==> config.mk <==
export PLATFORM = sky130hd
export DESIGN_NAME = tm1638_responder
export DESIGN_NICKNAME = d
export VERILOG_FILES = /design/src/rtl/tm1638_pkg.sv /design/src/rtl/tm1638_sio_sync_edge.sv /design/src/rtl/tm1638_responder.sv
export SDC_FILE = /design/constraint.sdc
export NUM_CORES = 1
export LEC_CHECK = 0
export BUFFER_PORTS_ARGS = -buffer_cell sky130_fd_sc_hd__clkbuf_2
export CORE_UTILIZATION = 54
export CTS_CLUSTER_SIZE = 24
export DETAILED_ROUTE_END_ITERATION = 10
export GPL_TIMING_DRIVEN = 0
export HOLD_SLACK_MARGIN = 0.02
export PLACE_DENSITY = 0.79
export RECOVER_POWER = 50
export SYNTH_ARGS = -nofsm -noshare
export SYNTH_HDL_FRONTEND = slang
export SYNTH_SLANG_ARGS = --single-unit
==> constraint.sdc <==
create_clock -name clk -period 2.6 [get_ports clk]
set_input_delay 0.26 -clock clk [delete_from_list [all_inputs] [get_ports clk]]
set_output_delay 0.26 -clock clk [all_outputs]
set_load 0.01 [all_outputs]
==> src/rtl/tm1638_pkg.sv <==
// Shared TM1638 protocol definitions: command codes, field masks, widths and FSM states.
// Used by both the responder and the board controller.
package tm1638_pkg;

  localparam int unsigned BYTE_W    = 8;
  localparam int unsigned RAM_DEPTH = 16;
  localparam int unsigned ADDR_W    = 4;
  localparam int unsigned RAM_W     = RAM_DEPTH * BYTE_W;
  localparam int unsigned KEY_W     = 32;
  localparam int unsigned RD_CNT_W  = 6;
  localparam int unsigned BIT_CNT_W = 3;

  localparam logic [BYTE_W-1:0] C_READ_KEYS  = 8'h42;
  localparam logic [BYTE_W-1:0] C_WRITE_DISP = 8'h40;
  localparam logic [BYTE_W-1:0] C_SET_ADDR_0 = 8'hC0;
  localparam logic [BYTE_W-1:0] C_DISPLAY_ON = 8'h8F;

  // Command class lives in the top two bits; the rest are class-specific fields.
  localparam logic [BYTE_W-1:0] CMD_TYPE_MASK    = 8'hC0;
  localparam logic [BYTE_W-1:0] CMD_TYPE_DATA    = C_WRITE_DISP & CMD_TYPE_MASK;
  localparam logic [BYTE_W-1:0] CMD_TYPE_DISP    = C_DISPLAY_ON & CMD_TYPE_MASK;
  localparam logic [BYTE_W-1:0] CMD_TYPE_ADDR    = C_SET_ADDR_0 & CMD_TYPE_MASK;
  localparam logic [BYTE_W-1:0] DATA_READ_MASK   = C_READ_KEYS ^ C_WRITE_DISP;
  localparam logic [BYTE_W-1:0] DATA_FIXED_MASK  = 8'h04;
  localparam logic [BYTE_W-1:0] ADDR_MASK        = 8'h0F;
  localparam logic [BYTE_W-1:0] DISP_ON_MASK     = 8'h08;
  localparam logic [BYTE_W-1:0] DISP_BRIGHT_MASK = 8'h07;

  typedef enum logic [2:0] {
    S_IDLE,
    S_CMD,
    S_WRITE,
    S_READ,
    S_DISCARD
  } state_t;

  typedef enum logic [1:0] {
    K_ERROR,
    K_DATA,
    K_DISP,
    K_ADDR
  } cmd_kind_t;

  function automatic cmd_kind_t cmd_kind(input logic [BYTE_W-1:0] b);
    logic [BYTE_W-1:0] t;
    cmd_kind_t k;
    t = b & CMD_TYPE_MASK;
    k = K_ERROR;
    if (t == CMD_TYPE_DATA) k = K_DATA;
    if (t == CMD_TYPE_DISP) k = K_DISP;
    if (t == CMD_TYPE_ADDR) k = K_ADDR;
    return k;
  endfunction

endpackage

==> src/rtl/tm1638_sio_sync_edge.sv <==
// Pin synchronizer followed by a one-flop edge detector for one SIO input.
// Flops are left unreset so the chain keeps tracking the pin through rst and no false edge appears on release.
module tm1638_sio_sync_edge #(
  parameter int unsigned stages = 2
) (
  input  logic clk,
  input  logic din,
  output logic level,
  output logic rise_c,
  output logic fall_c
);

  logic [stages-1:0] sync_q;
  logic              last_q;

  always_ff @(posedge clk) begin
    sync_q <= {sync_q[stages-2:0], din};
    last_q <= sync_q[stages-1];
  end

  assign level  = sync_q[stages-1];
  assign rise_c = sync_q[stages-1] & ~last_q;
  assign fall_c = ~sync_q[stages-1] & last_q;

endmodule

==> src/rtl/tm1638_responder.sv <==
// TM1638 device-side endpoint: decodes host commands, holds display RAM and
// display control, and returns a key-scan snapshot on read.
module tm1638_responder
  import tm1638_pkg::*;
#(
  parameter int unsigned clk_mhz     = 50,
  parameter int unsigned sync_stages = 2
) (
  input  logic               clk,
  input  logic               rst,
  input  logic               sio_clk,
  input  logic               sio_stb,
  input  logic               sio_data_in,
  output logic               sio_data_out,
  output logic               sio_data_out_en,
  input  logic [KEY_W-1:0]   key_matrix,
  output logic [RAM_W-1:0]   disp_ram,
  output logic               display_on,
  output logic [2:0]         brightness,
  output logic               frame_done,
  output logic               proto_error
);

  // SIO must be sampled at least ~8x oversampled; a 700 kHz host needs clk >= ~6 MHz.
  if (sync_stages < 2 || sync_stages > 3 || clk_mhz < 6) begin : g_param_check
    $error("tm1638_responder: sync_stages must be 2..3 and clk_mhz at least 6");
  end

  logic sclk_level, sclk_rise, sclk_fall;
  logic stb_level, stb_rise, stb_fall;
  logic data_level, data_rise_unused, data_fall_unused;

  tm1638_sio_sync_edge #(.stages(sync_stages)) u_sync_clk (
    .clk    (clk),
    .din    (sio_clk),
    .level  (sclk_level),
    .rise_c (sclk_rise),
    .fall_c (sclk_fall)
  );

  tm1638_sio_sync_edge #(.stages(sync_stages)) u_sync_stb (
    .clk    (clk),
    .din    (sio_stb),
    .level  (stb_level),
    .rise_c (stb_rise),
    .fall_c (stb_fall)
  );

  tm1638_sio_sync_edge #(.stages(sync_stages)) u_sync_data (
    .clk    (clk),
    .din    (sio_data_in),
    .level  (data_level),
    .rise_c (data_rise_unused),
    .fall_c (data_fall_unused)
  );

  state_t                 state_q, state_d;
  logic [BIT_CNT_W-1:0]   bit_cnt_q, bit_cnt_d;
  logic [BYTE_W-1:0]      shift_q, shift_d;
  logic [ADDR_W-1:0]      addr_q, addr_d;
  logic                   mode_read_q, mode_read_d;
  logic                   mode_fixed_q, mode_fixed_d;
  logic [KEY_W-1:0]       snap_q, snap_d;
  logic [RD_CNT_W-1:0]    rd_cnt_q, rd_cnt_d;
  logic                   got_byte_q, got_byte_d;
  logic                   wr_pending_q, wr_pending_d;
  logic [BYTE_W-1:0]      wr_byte_q, wr_byte_d;
  logic                   data_out_d, data_out_en_d;
  logic                   display_on_d;
  logic [2:0]             brightness_d;
  logic                   frame_done_d, proto_error_d;

  logic                   active;
  logic                   bit_in;
  logic                   byte_done;
  logic [BYTE_W-1:0]      rx_byte;
  cmd_kind_t              kind;

  // State, datapath and output registers.
  always_ff @(posedge clk) begin
    if (rst) begin
      state_q         <= S_IDLE;
      bit_cnt_q       <= '0;
      shift_q         <= '0;
      addr_q          <= '0;
      mode_read_q     <= 1'b0;
      mode_fixed_q    <= 1'b0;
      snap_q          <= '0;
      rd_cnt_q        <= '0;
      got_byte_q      <= 1'b0;
      wr_pending_q    <= 1'b0;
      wr_byte_q       <= '0;
      sio_data_out    <= 1'b0;
      sio_data_out_en <= 1'b0;
      display_on      <= 1'b0;
      brightness      <= '0;
      frame_done      <= 1'b0;
      proto_error     <= 1'b0;
    end else begin
      state_q         <= state_d;
      bit_cnt_q       <= bit_cnt_d;
      shift_q         <= shift_d;
      addr_q          <= addr_d;
      mode_read_q     <= mode_read_d;
      mode_fixed_q    <= mode_fixed_d;
      snap_q          <= snap_d;
      rd_cnt_q        <= rd_cnt_d;
      got_byte_q      <= got_byte_d;
      wr_pending_q    <= wr_pending_d;
      wr_byte_q       <= wr_byte_d;
      sio_data_out    <= data_out_d;
      sio_data_out_en <= data_out_en_d;
      display_on      <= display_on_d;
      brightness      <= brightness_d;
      frame_done      <= frame_done_d;
      proto_error     <= proto_error_d;
    end
  end

  // Display RAM: a completed data byte lands one cycle after its 8th bit.
  always_ff @(posedge clk) begin
    if (rst) begin
      disp_ram <= '0;
    end else if (wr_pending_q) begin
      disp_ram[{addr_q, 3'b000} +: BYTE_W] <= wr_byte_q;
    end
  end

  // Next-state and next-output logic.
  always_comb begin
    state_d       = state_q;
    bit_cnt_d     = bit_cnt_q;
    shift_d       = shift_q;
    addr_d        = addr_q;
    mode_read_d   = mode_read_q;
    mode_fixed_d  = mode_fixed_q;
    snap_d        = snap_q;
    rd_cnt_d      = rd_cnt_q;
    got_byte_d    = got_byte_q;
    wr_pending_d  = 1'b0;
    wr_byte_d     = wr_byte_q;
    data_out_d    = sio_data_out;
    data_out_en_d = sio_data_out_en;
    display_on_d  = display_on;
    brightness_d  = brightness;
    frame_done_d  = 1'b0;
    proto_error_d = 1'b0;

    // A strobe rising this cycle still frames any SIO edge seen in the same cycle.
    active    = ~stb_level | stb_rise;
    rx_byte   = {data_level, shift_q[BYTE_W-1:1]};
    bit_in    = active && sclk_rise && (state_q == S_CMD || state_q == S_WRITE);
    byte_done = bit_in && (bit_cnt_q == BIT_CNT_W'(BYTE_W - 1));
    kind      = cmd_kind(rx_byte);

    if (wr_pending_q && !mode_fixed_q) begin
      addr_d = addr_q + ADDR_W'(1);
    end

    if (bit_in) begin
      shift_d   = rx_byte;
      bit_cnt_d = bit_cnt_q + BIT_CNT_W'(1);
    end

    if (byte_done) begin
      got_byte_d = 1'b1;
      if (state_q == S_CMD) begin
        case (kind)
          K_DATA: begin
            mode_read_d  = |(rx_byte & DATA_READ_MASK);
            mode_fixed_d = |(rx_byte & DATA_FIXED_MASK);
            if (mode_read_d) begin
              snap_d   = key_matrix;
              rd_cnt_d = '0;
              state_d  = S_READ;
            end else begin
              state_d  = S_DISCARD;
            end
          end
          K_ADDR: begin
            addr_d  = ADDR_W'(rx_byte & ADDR_MASK);
            state_d = S_WRITE;
          end
          K_DISP: begin
            display_on_d = |(rx_byte & DISP_ON_MASK);
            brightness_d = 3'(rx_byte & DISP_BRIGHT_MASK);
            state_d      = S_DISCARD;
          end
          default: begin
            proto_error_d = 1'b1;
            state_d       = S_DISCARD;
          end
        endcase
      end else begin
        wr_pending_d = 1'b1;
        wr_byte_d    = rx_byte;
      end
    end

    // Read data changes on SIO falls so it is stable at the host's next rise.
    if (state_q == S_READ && active && sclk_fall) begin
      data_out_en_d = 1'b1;
      if (rd_cnt_q < RD_CNT_W'(KEY_W)) begin
        data_out_d = snap_q[rd_cnt_q[4:0]];
        rd_cnt_d   = rd_cnt_q + RD_CNT_W'(1);
      end else begin
        data_out_d = 1'b0;
      end
    end

    case (state_q)
      S_IDLE: begin
        if (stb_fall) begin
          state_d    = S_CMD;
          bit_cnt_d  = '0;
          got_byte_d = 1'b0;
        end
      end
      default: begin
        if (stb_rise) begin
          state_d       = S_IDLE;
          bit_cnt_d     = '0;
          got_byte_d    = 1'b0;
          data_out_d    = 1'b0;
          data_out_en_d = 1'b0;
          frame_done_d  = got_byte_q | byte_done;
          if (bit_in ? !byte_done : (bit_cnt_q != '0)) begin
            proto_error_d = 1'b1;
          end
        end
      end
    endcase
  end

  logic unused_ok;
  assign unused_ok = ^{sclk_level, data_rise_unused, data_fall_unused};

endmodule

==> impl_metrics.py, run 1 <==
metrics = {
    "synthesis": {
        "ys_seq_area_share_pct": 52.0,
        "synth_cell_types": 48,
        "synthTopCellsByArea": "dfxtp_1 52%, mux2i_1 17%, nor2_1 7.2%, nand2_1 4.9%, a21oi_1 3.5%",
        "syn_area_mm2": 0.00808,
        "synth_edf_count": 0,
        "synth_async_sr_flop_share_pct": 0,
        "synthCells": 845,
        "avgSynthCellArea_um2": 9.57,
        "syn_nets": 888,
        "yosys_most_used_dff": "dfxtp_1",
        "yosys.area.top_type": "dfxtp_1",
        "synth-seq-cells": 210,
        "synth_warnings": 0,
        "yosysTopAreaCellShare_pct": 52.0,
    },
    "grt": {
        "gr-usage-all-layers_pct": 26.0,
        "grt_max_degree": 14,
        "grt_pass1_vias": 6399,
        "gr-total-overflow": 0,
        "antenna_found_initial": 0,
        "grt_pass1_wl_mm": 32.6,
    },
    "clocking": {
        "cts_setup_buffers": 0,
        "cts_max_path_buffers": 3,
        "htreeDepth": 1,
        "clock_latency_ps": 500,
        "clock-sinks": 210,
        "clk_pin_slew_ps": 60,
        "cts_tree": "done",
        "cts_root_buf": "clkbuf_16",
        "cts_buffers": 22,
    },
    "sta": {
        "skew_ps": 15.6,
        "relSlewSlack_pct": 44.0,
        "tightest_slew_ps": 834,
        "finalMaxSlewViolations": 0,
        "final-hold-violation-count": 0,
        "setup_violations": 0,
        "clock.fmax_mhz": 409,
        "min_period_over_period_pct": 94.1,
        "fin_crit_ps": 2450,
        "rsz0062_at_grt": "false",
    },
    "setup_path": {
        "crit_chain": "buf_4 > inv_1 > ha_1 > buf_2 > xor2_1 > nand4_1 > mux2i_1 > nor2_1",
        "rr_endpoint": "disp_ram[107]",
        "start_kind": "register",
        "critPathMaxStageDelay_ps": 580,
        "end_kind": "register",
        "critPathSlowestCell": "nand4_1",
        "path_buf_inv": 3,
        "critical-path-top-delay-family": "simple AND/OR/NAND/NOR gates",
        "rrSetupSlack_ps": 150,
        "crit-reg2reg-launch": "addr_q[0]",
        "arrival_ps": 2820,
        "reg2reg_depth": 8,
        "cp.required_ps": 2970,
        "criticalPathCategory": "reg2reg",
        "cp_max_fo": 10,
    },
    "place": {
        "hpwl_mm": 13.1,
        "port_buffers": 171,
        "gp_congestion": 0.830,
    },
    "route": {
        "viasPerCell": 5.31,
        "post-route-drc-count": 0,
        "ant_nets": 0,
        "drt_iter0_drc": 376,
        "firstDrtPassIters": 5,
        "post_drt_wl_per_cell_um": 16.1,
        "num_vias": 6740,
        "wirelength_mm": 20.5,
    },
    "finish": {
        "fin_util_pct": 68.7,
        "syn_to_final_growth_pct": 24.0,
        "fillers": 1155,
        "num_antenna_cells": 0,
        "regArea_mm2": 0.00420,
        "multiInputGateArea_mm2": 0.00359,
        "drive_gt1_share_pct": 8.66,
        "nNetsFinal": 1115,
    },
    "floorplan": {
        "die_area_mm2": 0.0155,
        "die_h_um": 124,
        "ioPinCount": 173,
        "fp-row-count": 44,
        "initial_core_util_pct": 55.4,
        "fp.dieW_um": 124,
        "core-area_mm2": 0.0146,
    },
    "worst_hold_path": {
        "whs_path_depth": 3,
        "min_to": "snap_q[21]",
        "worstHoldStart": "key_matrix[21]",
        "hold_class": "in2reg",
    },
    "power_and_ir_drop": {
        "p_total_uw": 6340,
        "irDropWorstVdd_uv": 582,
        "power_leakage_uw": 0.00418,
        "share_seq_of_total_power_pct": 51.0,
        "p_switching_uw": 1310,
        "comb_power_share_pct": 2.4,
        "power_density_mw_per_mm2": 633,
        "p_sw_share_pct": 20.7,
        "internal_power_uw": 5030,
        "power_frac_clock_pct": 46.6,
    },
    "outcome": {
        "status": "finished, final reports clean",
    },
    "run": {
        "max_cap_viol_count": 0,
    },
}
==> through the flow <==
step / setup TNS [ps] / setup WS (ps) / hold WS, ps / cells / cell area [um2]
floorplan: 0 / 398 / 288 / 845 / 8080
global placement: 0 / 7.00 / 311 / 1200 / 9170
detailed placement: -100 / -44.0 / 314 / 1200 / 9170
CTS: 0 / 99.2 / 21.6 / 1271 / 10200
global route: 0 / 8.35 / 21.8 / 1270 / 10000
finish: 0 / 153 / 26.3 / 1270 / 10000
==> sequential cells by signal (all words and copies together), names as in the netlist <==
| name | cells |
|---|---|
| bit_cnt_q | 3 |
| addr_q | 4 |
| frame_done | 1 |
| u_sync_stb.last_q | 1 |
| snap_q | 32 |
| u_sync_clk.last_q | 1 |
| shift_q | 7 |
| sio_data_out | 1 |
| display_on | 1 |
| brightness | 3 |
| u_sync_data.sync_q | 2 |
| rd_cnt_q | 6 |
| mode_fixed_q | 1 |
| proto_error | 1 |
| disp_ram | 128 |
| sio_data_out_en | 1 |
| wr_byte_q | 8 |
| u_sync_clk.sync_q | 2 |
| wr_pending_q | 1 |
| state_q | 3 |
| got_byte_q | 1 |
| u_sync_stb.sync_q | 2 |
==> layer usage <==
metal / part of all wire (%) / GRT usage, % / routed length, um / up-vias
met3: 5.5 / 4.47 / 1130 / 44
met1: 44 / 32.1 / 8990 / 3195
met4: 2.7 / 9.07 / 545 / 0
met5: 0 / 0 / 0 / -
li1: - / - / - / 3294
met2: 48 / 45.3 / 9830 / 207
==> worst reg2reg max path, cell delays in order (launching register included) <==
cell and delay [ps]:
dfxtp_1 340, buf_4 170, inv_1 100, ha_1 200, buf_2 160, xor2_1 390
nand4_1 580, mux2i_1 330, nor2_1 50
==> cells in the final DEF, fill, tap and decap left out, drive strengths merged, types with 3 or more instances in the layout <==
cell / n
nand3: 14
mux4: 7
nor2: 155
xnor2: 4
clkinv: 3
a311oi: 4
nand3b: 7
nor3: 4
nor4: 4
clkbuf: 258
nand4b: 3
nand2: 106
nor3b: 4
ha: 6
nand4: 4
a21oi: 58
mux2i: 140
dfxtp: 210
a211oi: 5
dlygate4sd3: 33
xor2: 4
inv: 6
and2: 3
buf: 14
nor2b: 6
==> logic make-up after synthesis <==
group	count (synthesis)	share of synthesized area [%]
flops	210	52.0
xor+xnor	8	0.867
fa+ha+maj	6	0.929
mux	147	19.3
simple gates	320	17.2
compound gates	80	5.97
buf+inv	74	3.76
==> what timing repair did <==
action	CTS	global route
endpoints found under the setup margin	16	16
pin swaps	0	0
hold endpoints to repair	33	0
hold buffers	33	0
gates resized for setup	2	1
==> layout make-up <==
cell class	count	share of cell area (%)
plain buffers	66	2.71
clock buffers	35	6.59
inverters	7	0.262
clock inverters	3	0.175
well taps	184	2.30
multi-input cells	561	35.9
repair buffers	204	10.1
flip-flops and latches	210	42.0
==> power by group through the flow <==
stage	logic (uW)	registers (uW)	clock network, uW
4_1_cts	151	3230	2980
6_report	154	3230	2960
5_1_grt	168	3230	3130
3_5_place_dp	111	3300	0
2_1_floorplan	61.8	3300	0
3_3_place_gp	110	3300	0
==> synth_stat cells, types with 2 or more instances <==
library cell and number:
dfxtp_1 210, nor2_1 155, mux2i_1 140, nand2_1 106
a21oi_1 57, clkbuf_1 50, nand3_1 14, buf_2 12
mux4_2 7, nand3b_1 7, ha_1 6, inv_1 6
nor2b_1 6, a211oi_1 5, a311oi_1 4, nand4_1 4
nor3b_1 4, xnor2_1 4, xor2_1 4, and2_1 3
buf_1 3, nand4b_1 3, nor3_1 3, a21o_1 2
a31oi_1 2, and3b_1 2, nand2b_1 2, nor4_1 2
o21ai_0 2, or3_1 2
==> how the worst max path moves through the flow <==
| stage | end | cells past startpoint | startpoint | slack (ps) |
|---|---|---|---|---|
| 4_1_cts | disp_ram[41] | 9 | addr_q[0] | 100 |
| 5_1_grt | disp_ram[103] | 9 | addr_q[0] | 8 |
| 3_3_place_gp | disp_ram[125] | 9 | addr_q[0] | 7 |
| 3_5_place_dp | disp_ram[8] | 8 | addr_q[0] | -40 |
| 6_report | disp_ram[107] | 8 | addr_q[0] | 150 |
| 2_1_floorplan | disp_ram[120] | 9 | addr_q[0] | 400 |
Note: power is estimated with default switching activity, not from simulation.
==> inputs of run 2 (changes only) <==
==> constraint.sdc (replaced) <==
create_clock -name clk -period 2.6 [get_ports clk]
set_input_delay 0.52 -clock clk [delete_from_list [all_inputs] [get_ports clk]]
set_output_delay 0.52 -clock clk [all_outputs]
set_load 0.01 [all_outputs]
==> impl_metrics.py, run 2 (synthesis gave the netlist of run 1 again) <==
metrics = {
    "finish": {
        "fin_area_mm2": 0.00969,
        "nNetsFinal": 1082,
        "fin_util_pct": 66.4,
        "largest_reg_flops": 128,
        "fillers": 1211,
        "reg.largest.list": "disp_ram x128, snap_q x32, wr_byte_q x8",
        "final_cell_mix": "210 x dfxtp_1, 195 x clkbuf_1, 155 x nor2_1",
        "drive_gt1_share_pct": 8.93,
        "syn_to_final_growth_pct": 19.9,
        "num_antenna_cells": 0,
        "final_common_cell": "dfxtp_1",
        "largest-register": "disp_ram",
        "stdcell_count": 1237,
    },
    "sta": {
        "clock.fmax_mhz": 410,
        "tightest_slew_ps": 833,
        "setup_violations": 0,
        "min_period_over_period_pct": 93.8,
        "skew_ps": 15.6,
        "finalMaxSlewViolations": 0,
        "relSlewSlack_pct": 44.0,
        "rsz0062_at_grt": "false",
        "fin_crit_ps": 2440,
        "final-hold-violation-count": 0,
    },
    "grt": {
        "gr-total-overflow": 0,
        "antenna_found_initial": 0,
        "gr-usage-all-layers_pct": 25.0,
        "grt_max_degree": 14,
        "grt_pass1_wl_mm": 31.3,
        "grt_pass1_vias": 6125,
    },
    "setup_path": {
        "cp_max_fo": 10,
        "rrSetupSlack_ps": 160,
        "criticalPathCategory": "reg2reg",
        "arrival_ps": 2810,
        "cp.required_ps": 2970,
        "end_kind": "register",
        "start_kind": "register",
    },
    "power_and_ir_drop": {
        "power_density_mw_per_mm2": 650,
        "irDropWorstVdd_uv": 568,
        "power_leakage_uw": 0.00404,
    },
    "outcome": {
        "status": "finished, final reports clean",
    },
    "route": {
        "wirelength_mm": 19.7,
        "drt_iter0_drc": 344,
        "num_vias": 6548,
        "post-route-drc-count": 0,
        "viasPerCell": 5.29,
        "post_drt_wl_per_cell_um": 15.9,
        "firstDrtPassIters": 5,
        "ant_nets": 0,
    },
    "place": {
        "post-place-cells": 1200,
        "hpwl_mm": 13.1,
        "postPlaceCellArea_mm2": 0.00917,
        "gp_congestion": 0.830,
        "port_buffers": 171,
    },
    "clocking": {
        "htreeDepth": 1,
        "cts_buffers": 22,
        "cts_root_buf": "clkbuf_16",
        "cts_max_path_buffers": 3,
        "cts_tree": "done",
        "clock_latency_ps": 500,
        "cts_setup_buffers": 0,
        "clock-sinks": 210,
        "clk_pin_slew_ps": 60,
    },
    "floorplan": {
        "fp.dieW_um": 124,
        "initial_core_util_pct": 55.4,
        "die_h_um": 124,
        "die_area_mm2": 0.0155,
        "ioPinCount": 173,
        "fp-row-count": 44,
        "core-area_mm2": 0.0146,
    },
    "worst_hold_path": {
        "hold_class": "in2reg",
    },
    "run": {
        "max_cap_viol_count": 0,
    },
}
run 2: power breakdown:
part	internal, uW	switching (uW)
Sequential	3230	7.06
Clock	1730	1220
Combinational	36.4	75.7
Total	5000	1300
run 2: worst max-delay path, stage by stage (launching register included):
cell and delay [ps]:
dfxtp_1 340, buf_4 170, inv_1 100, ha_1 200, buf_2 160, xor2_1 390, nand4_1 570, mux2i_1 330
nor2_1 50
run 2: metal layers:
| metal | vias to the layer above | GRT usage [%] | routed length, um |
|---|---|---|---|
| li1 | 3243 | - | - |
| met2 | 180 | 42.9 | 9320 |
| met4 | 0 | 8.01 | 493 |
| met3 | 37 | 4.34 | 1000 |
| met5 | - | 0 | 0 |
| met1 | 3088 | 31.7 | 8910 |
run 2: repair_timing:
action,CTS,global route
gates cloned,0,0
setup endpoints to repair,16,16
hold buffers,0,0
gates resized for setup,2,1
run 2: per-stage QoR:
stage / hold WS, ps / total power (uW) / worst slack [ps] / TNS [ps]
after CTS: 118 / 6330 / 99.2 / 0
after global routing: 114 / 6480 / 8.35 / 0
after global placement: 311 / 3410 / 7.00 / 0
final: 131 / 6300 / 161 / 0
after floorplan: 310 / 3360 / 398 / 0
after detailed placement: 314 / 3420 / -44.0 / -100
run 2: cell type report:
cell class | instances | area (um2) | share of cell area (%)
Sequential cell | 210 | 4200 | 43.4
Clock buffer | 35 | 661 | 6.82
Inverter | 7 | 26.3 | 0.271
Clock inverter | 3 | 17.5 | 0.181
Buffer | 66 | 272 | 2.80
Multi-Input combinational cell | 561 | 3590 | 37.1
Timing Repair Buffer | 171 | 686 | 7.08
Tap cell | 184 | 230 | 2.38
run 2: worst paths after layout:
| check | from | endpoint | depth (start not counted) |
|---|---|---|---|
| worst max-delay path | addr_q[0] | disp_ram[107] | 8 |
| worst min-delay path | sio_data_in | u_sync_data.sync_q[0] | 1 |
| worst max register to register | addr_q[0] | disp_ram[107] | 8 |
| worst min register to register | u_sync_clk.sync_q[0] | u_sync_clk.sync_q[1] | 0 |
